### src/rtl/io_input_conditioner.sv
// Board switch/key front end: 2-flop synchronizers, per-key debounce FSMs with
// press pulses and sticky pending flags, and a shared-counter switch debouncer.
module io_input_conditioner #(
  parameter int unsigned DEBOUNCE_CYCLES = 50000
) (
  input  logic        clock,
  input  logic        reset,
  input  logic [17:0] sw_raw,
  input  logic [3:0]  key_n_raw,
  input  logic [3:0]  key_ack,
  output logic [17:0] sw_stable,
  output logic        sw_changed,
  output logic [3:0]  key_level,
  output logic [3:0]  key_pulse,
  output logic [3:0]  key_pending
);

  localparam logic [15:0] CntLast = 16'(DEBOUNCE_CYCLES - 1);

  typedef enum logic [1:0] {
    StReleased,
    StPressWait,
    StPressed,
    StReleaseWait
  } key_state_e;

  logic [17:0] sw_sync1_q, sw_sync2_q;
  logic [3:0]  key_sync1_q, key_sync2_q;
  logic [3:0]  key_pressed;

  key_state_e  state_q [4];
  key_state_e  state_d [4];
  logic [15:0] cnt_q [4];
  logic [15:0] cnt_d [4];
  logic [3:0]  pulse_q, pulse_d;
  logic [3:0]  pending_q, pending_d;

  logic [17:0] sw_cap_q, sw_cap_d;
  logic [17:0] sw_stable_q, sw_stable_d;
  logic [15:0] sw_cnt_q, sw_cnt_d;
  logic        sw_changed_q, sw_changed_d;

  // Raw keys are active-low, so their synchronizers reset to 1 (released).
  always_ff @(posedge clock or posedge reset) begin
    if (reset) begin
      sw_sync1_q  <= '0;
      sw_sync2_q  <= '0;
      key_sync1_q <= '1;
      key_sync2_q <= '1;
    end else begin
      sw_sync1_q  <= sw_raw;
      sw_sync2_q  <= sw_sync1_q;
      key_sync1_q <= key_n_raw;
      key_sync2_q <= key_sync1_q;
    end
  end

  assign key_pressed = ~key_sync2_q;

  always_comb begin
    for (int i = 0; i < 4; i++) begin
      state_d[i] = state_q[i];
      cnt_d[i]   = cnt_q[i];
      pulse_d[i] = 1'b0;
      unique case (state_q[i])
        StReleased: begin
          if (key_pressed[i]) begin
            state_d[i] = StPressWait;
            cnt_d[i]   = '0;
          end
        end
        StPressWait: begin
          if (!key_pressed[i]) begin
            state_d[i] = StReleased;
            cnt_d[i]   = '0;
          end else if (cnt_q[i] < CntLast) begin
            cnt_d[i] = cnt_q[i] + 16'd1;
          end else begin
            state_d[i] = StPressed;
            pulse_d[i] = 1'b1;
          end
        end
        StPressed: begin
          if (!key_pressed[i]) begin
            state_d[i] = StReleaseWait;
            cnt_d[i]   = '0;
          end
        end
        StReleaseWait: begin
          if (key_pressed[i]) begin
            state_d[i] = StPressed;
            cnt_d[i]   = '0;
          end else if (cnt_q[i] < CntLast) begin
            cnt_d[i] = cnt_q[i] + 16'd1;
          end else begin
            state_d[i] = StReleased;
          end
        end
        default: begin
          state_d[i] = StReleased;
          cnt_d[i]   = '0;
        end
      endcase
    end
  end

  // A new press sets pending even if the CPU acknowledges in the same cycle.
  assign pending_d = pulse_q | (pending_q & ~key_ack);

  always_ff @(posedge clock or posedge reset) begin
    if (reset) begin
      for (int i = 0; i < 4; i++) begin
        state_q[i] <= StReleased;
        cnt_q[i]   <= '0;
      end
      pulse_q   <= '0;
      pending_q <= '0;
    end else begin
      for (int i = 0; i < 4; i++) begin
        state_q[i] <= state_d[i];
        cnt_q[i]   <= cnt_d[i];
      end
      pulse_q   <= pulse_d;
      pending_q <= pending_d;
    end
  end

  always_comb begin
    sw_cap_d     = sw_cap_q;
    sw_cnt_d     = sw_cnt_q;
    sw_stable_d  = sw_stable_q;
    sw_changed_d = 1'b0;
    if (sw_sync2_q != sw_cap_q) begin
      sw_cap_d = sw_sync2_q;
      sw_cnt_d = '0;
    end else if (sw_cnt_q < CntLast) begin
      sw_cnt_d = sw_cnt_q + 16'd1;
    end else begin
      sw_stable_d  = sw_cap_q;
      sw_changed_d = (sw_cap_q != sw_stable_q);
    end
  end

  always_ff @(posedge clock or posedge reset) begin
    if (reset) begin
      sw_cap_q     <= '0;
      sw_cnt_q     <= '0;
      sw_stable_q  <= '0;
      sw_changed_q <= 1'b0;
    end else begin
      sw_cap_q     <= sw_cap_d;
      sw_cnt_q     <= sw_cnt_d;
      sw_stable_q  <= sw_stable_d;
      sw_changed_q <= sw_changed_d;
    end
  end

  always_comb begin
    for (int i = 0; i < 4; i++) begin
      key_level[i] = (state_q[i] == StPressed) || (state_q[i] == StReleaseWait);
    end
  end

  assign key_pulse   = pulse_q;
  assign key_pending = pending_q;
  assign sw_stable   = sw_stable_q;
  assign sw_changed  = sw_changed_q;

endmodule
### config.mk
export PLATFORM = sky130hd
export DESIGN_NAME = io_input_conditioner
export DESIGN_NICKNAME = d
export VERILOG_FILES = /design/src/rtl/io_input_conditioner.sv
export SDC_FILE = /design/constraint.sdc
export NUM_CORES = 1
export LEC_CHECK = 0
export BUFFER_PORTS_ARGS = -buffer_cell sky130_fd_sc_hd__buf_2
export CAP_MARGIN = 10
export CORE_UTILIZATION = 35
export DETAILED_ROUTE_END_ITERATION = 12
export GPL_TIMING_DRIVEN = 0
export HOLD_SLACK_MARGIN = 0.08
export PLACE_DENSITY = 0.57
export SLEW_MARGIN = 20
export SYNTH_ARGS = -nofsm -noshare
export SYNTH_HDL_FRONTEND = slang
export SYNTH_SLANG_ARGS = --single-unit
### constraint.sdc
create_clock -name clock -period 6 [get_ports clock]
set_input_delay 0.9 -clock clock [delete_from_list [all_inputs] [get_ports clock]]
set_output_delay 0.9 -clock clock [all_outputs]
set_load 0.05 [all_outputs]
# Yosys cells after proc, flatten, opt, wreduce, memory -nomap -nowiden
# Index checks and enable logic that the tools add are counted.
# word_totals
input_bits	28
ff_bits	177
# classes
n_reduce_logical	18
n_addsub	5
bitwise_logic	6
n_lt_le_gt_ge	5
n_mux	68
eq_ne	30
# op_table
operator	count
$mux 16	22
$pmux 16 s4	4
$add 16x1->16 const B	5
$lt 16x16->1 const B	5
$mux 2	24
$ne 18x18->1	2
$pmux 2 s4	4
$ne 3x3->1 const B	8
$eq 2x2->1 const B	8
$ne 2x2->1 const B	8
$reduce_and 4->1	4
$mux 1	14
$reduce_and 2->1	5
$eq 2x1->1 const B	4
$logic_not 2->1	4
$not 4->4	2
$and 4x4->4	1
$logic_or 1x1->1	4
$or 4x4->4	1
$not 1->1	2
$reduce_bool 2->1	1

# Longest topological paths before layout
# depth
depth_word	4
mapped_depth	8
ltp_nobuf	6

# Worst setup path after synthesis
# Ideal clock, no wire load.
# synth_timing
path_kind	register -> register
startpoint	reg sw_cnt_q[13]
endpoint	reg sw_stable_q[0], in the netlist sw_stable[0]
setup_time_ns	0.125
path_stages_with_launch	7
n_path_buf	1
period_less_slack_ns	2.338
required_time_ns	5.875
setup_slack_ns	3.662
t_arrival_ns	2.213
path_cell_list	dfrtp_1 > or4_1 > a211oi_2 > nor2_1 > nand3_2 > buf_6 > mux2_2
# synth_between
elab_chain_len	3
# synth_lines
element	line	text
start, declared	40	logic [15:0] sw_cnt_q, sw_cnt_d;
start signal, assigned	152	sw_cnt_q <= sw_cnt_d;
$lt 16x16->1	136	end else if (sw_cnt_q < CntLast) begin
$not 1->1 (no line)	-	
$reduce_and 2->1 (no line)	-	
end signal, assigned	153	sw_stable_q <= sw_stable_d;
end, declared	39	logic [17:0] sw_stable_q, sw_stable_d;
# No other way between the ends.
# A chain may end at the register's enable or synchronous reset.

# Worst setup path after layout
# layout_timing
startpoint	reg sw_cnt_q[13]
endpoint	reg sw_stable_q[2], in the netlist sw_stable[2]
# The elaborated chain is that of the path after synthesis.

==> impl_metrics.yaml <==
clocking:
  cts_sinks: 177
  cts_setup_buffers: 0
  insertion_delay_ps: 430
  cts-hold-fix-buffers: 0
  cts_root_buf: "clkbuf_16"
  cts_buffer_depth: 2
  cts_tree: "built"
  cts-htree-levels: 4
  clkSlewWorstSetupHoldPaths_ps: 80
  cts-buffers-inserted: 17
  ctsResizeCount: 0
synthesis:
  ys.flop_type: "dfrtp_1"
  ys_seq_area_share_pct: 56.4
  synth_cell_types: 56
  syn_area_per_cell_um2: 10.8
  synth-edff-count: 0
  syn-num-nets: 761
  synthArstFlopShare_pct: 100
  synth_seq_cells: 177
  synth_area_um2: 7870
  yosysWarnings: 0
  synth_cells: 728
timing:
  fin_hold_ws_ps: 351
  final.setup_skew_ps: 12.4
  setup_tns_ps: 0
  max_freq_mhz: 367
  drv_slew: 0
  min_period_ps: 2730
  rsz0062_at_grt: "false"
  finalHoldViolCount: 0
  timing.final.crit_share_pct: 45.5
  setup_viol: 0
  worst_slack_ps: 3270
  relSlewSlack_pct: 36.7
  tightest_slew_ps: 947
setup_path:
  path_class: "register to register"
  r2r-start: "sw_cnt_q[13]"
  crit_arrival_ps: 3040
  path_cells: "or4_1 > a211oi_2 > nor2_1 > nand3_2 > buf_6 > mux2_2"
  end_kind: "register"
  cp-start-kind: "register"
  worstSetupPathDepth: 6
  rr_worst_depth: 6
  critPathBufInv: 1
  r2r_end: "sw_stable[2]"
  cp_max_fo: 10
  required_ps: 6310
  rrSetupSlack_ps: 3270
  crit_path_top_delay_cell: "or4_1"
  critPathTopFamily: "simple AND/OR/NAND/NOR gates"
  slowest_delay_ps: 560
power:
  swShare_pct: 26.4
  clockPowerShare_pct: 46.1
  p_leak_uw: 0.00397
  ir_worst_vdd_mv: 0.218
  seq_power_share_pct: 49.7
  intPower_uw: 1850
  pwr-share-comb_pct: 4.2
  power_density_nw_per_um2: 273
  p_switching_uw: 665
global_routing:
  grt_overflow_total: 0
  grt_pass1_wl_mm: 27.0
  antenna_found_initial: 1
  grt.total_usage_pct: 14.6
  grt_max_degree: 80
  grt_pass1_vias: 5364
job:
  cap_violations: 0
placed_design:
  port_buffers: 58
  gp_congestion: 0.775
  dp.cells: 1068
  place.detailed.hpwl_mm: 10.9
  pre_cts_ws_ps: 3290
min_path:
  min_to: "sw_sync2_q[8]"
  hp-class: "register to register"
  hold_start: "sw_sync1_q[8]"
  whs_path_depth: 0
route:
  drc: 8
  wl_per_cell_um: 14.2
  routed_wirelength_mm: 15.6
  detail-route-antenna-nets: 0
  vias: 5512
  drt_iter0_markers: 282
  vias_per_cell: 5.00
  dr.pass1.iters: 8
status:
  status: "finished, violations left"
  violations: "DRC"
die:
  core_um2: 22000
  fp.dieH_um: 152
  dieArea_um2: 23100
  initial_core_util_pct: 35.8
  row_count: 54
  die_w_um: 152
  ioPinCount: 59
finish:
  drive_gt1_share_pct: 16.3
  fin_nets: 840
  area_growth_pct: 17.2
  nFillCells: 2088
  postLayoutCoreUtil_pct: 42.0
  layoutNonFillerInstCount: 1102
## sequential cells by signal, summed over array words and instances, names as in the netlist, named ones only
name and cells:
cnt_q 64, key_pending 4, key_pulse 4, key_sync1_q 4, key_sync2_q 4, state_q 4
sw_cap_q 18, sw_changed 1, sw_cnt_q 16, sw_stable 18, sw_sync1_q 18, sw_sync2_q 18
## cell usage after synthesis (3+ instances only)
| cell | n | share of area, % |
|---|---|---|
| a21o_1 | 5 | 0.48 |
| a21oi_1 | 21 | 1.3 |
| a22o_1 | 3 | 0.33 |
| a31oi_1 | 4 | 0.32 |
| a41oi_1 | 3 | 0.33 |
| and2_1 | 10 | 0.79 |
| and3_1 | 12 | 0.95 |
| clkbuf_1 | 39 | 1.9 |
| dfrtp_1 | 169 | 54 |
| dfstp_2 | 8 | 2.7 |
| ha_1 | 5 | 0.79 |
| inv_1 | 16 | 0.76 |
| mux2_2 | 19 | 2.7 |
| mux2i_1 | 6 | 0.76 |
| nand2_1 | 60 | 2.9 |
| nand3_1 | 22 | 1.4 |
| nand4_1 | 23 | 1.8 |
| nor2_1 | 57 | 2.7 |
| nor3_1 | 29 | 1.8 |
| nor3b_1 | 3 | 0.29 |
| nor4_1 | 17 | 1.4 |
| nor4b_1 | 4 | 0.45 |
| o211ai_1 | 9 | 0.86 |
| o21ai_0 | 25 | 1.6 |
| o21bai_1 | 3 | 0.29 |
| o22ai_1 | 11 | 0.87 |
| o31ai_1 | 6 | 0.57 |
| or2_2 | 3 | 0.24 |
| or3_1 | 6 | 0.48 |
| or4_1 | 10 | 0.95 |
| xnor2_1 | 70 | 7.8 |
| xor2_1 | 19 | 2.1 |
## worst register-to-register path, cell delays in order, from the launching register on
cell      delay (ps)
dfrtp_1          420
or4_1            570
a211oi_2         560
nor2_1           230
nand3_2          280
buf_6            210
mux2_2           340
## worst max-delay path by stage
stage	start	to	slack [ps]
final	sw_cnt_q[13]	sw_stable[2]	3270
after floorplan	reset	asynchronous set/reset pin	310
after detailed placement	sw_cnt_q[13]	sw_stable[1]	3290
after CTS	sw_cnt_q[13]	sw_stable[6]	3260
after global routing	sw_cnt_q[13]	sw_stable[2]	3090
after global placement	reset	sw_sync2_q[2]	-1870
## power by group through the flow
stage / combinational (µW) / clock (µW) / sequential, µW
5_1_grt: 123 / 1250 / 1250
3_3_place_gp: 103 / 0 / 1270
2_1_floorplan: 74.4 / 0 / 1270
4_1_cts: 110 / 1210 / 1250
3_5_place_dp: 110 / 0 / 1270
6_report: 107 / 1160 / 1250
## through the flow
step / area [µm²] / power, µW
2_1_floorplan: 7870 / 1340
4_1_cts: 9210 / 2570
3_3_place_gp: 8510 / 1380
5_1_grt: 9220 / 2630
3_5_place_dp: 8570 / 1380
6_report: 9220 / 2510
## layout make-up
type | instances | area [µm²] | share of cell area, %
tap | 280 | 350 | 3.80
clock buffer | 17 | 425 | 4.61
multi-input combinational | 494 | 3210 | 34.8
antenna | 2 | 5.00 | 0.0543
timing repair buffer | 60 | 345 | 3.75
buffer | 41 | 169 | 1.83
clock inverter | 15 | 211 | 2.29
sequential | 177 | 4440 | 48.1
inverter | 16 | 67.6 | 0.733
## cells by family (layout without fill, tap and decap cells)
group	after synthesis	after routing	synth area share (%)
xor+xnor	89	89	9.90
other cells	0	2	0
fa+ha+maj	5	5	0.795
simple gates	269	269	17.6
flops	177	177	56.4
compound gates	106	106	8.93
mux	25	25	3.48
buf+inv	57	149	2.91
## metal layers
layer | vias up | routed length [µm] | global-route usage (%)
met3 | 8 | 575 | 4.02
met2 | 68 | 7350 | 23.0
met1 | 2701 | 7550 | 19.6
met5 | - | 13 | 0
met4 | 2 | 136 | 4.23
li1 | 2733 | - | -
## layout by cell type, fill, tap and decap left out, drive strengths merged, types with 3 or more instances in the layout
cell type	n
xnor2	70
or2	4
a31oi	4
a41oi	3
nor4	17
nand2	60
o211ai	9
clkbuf	56
xor2	19
a21oi	21
inv	26
nand4	23
dfstp	8
a21o	5
nor3	29
clkinv	5
nand3	23
nor3b	3
nor4b	4
o21ai	25
dfrtp	169
buf	62
mux2	19
nor2	57
o31ai	6
a31o	3
a22o	3
and2	10
o21bai	3
or4	11
and3	12
mux2i	6
or3	6
a211oi	3
ha	5
o22ai	11
Power figures use the tool's default switching activity.
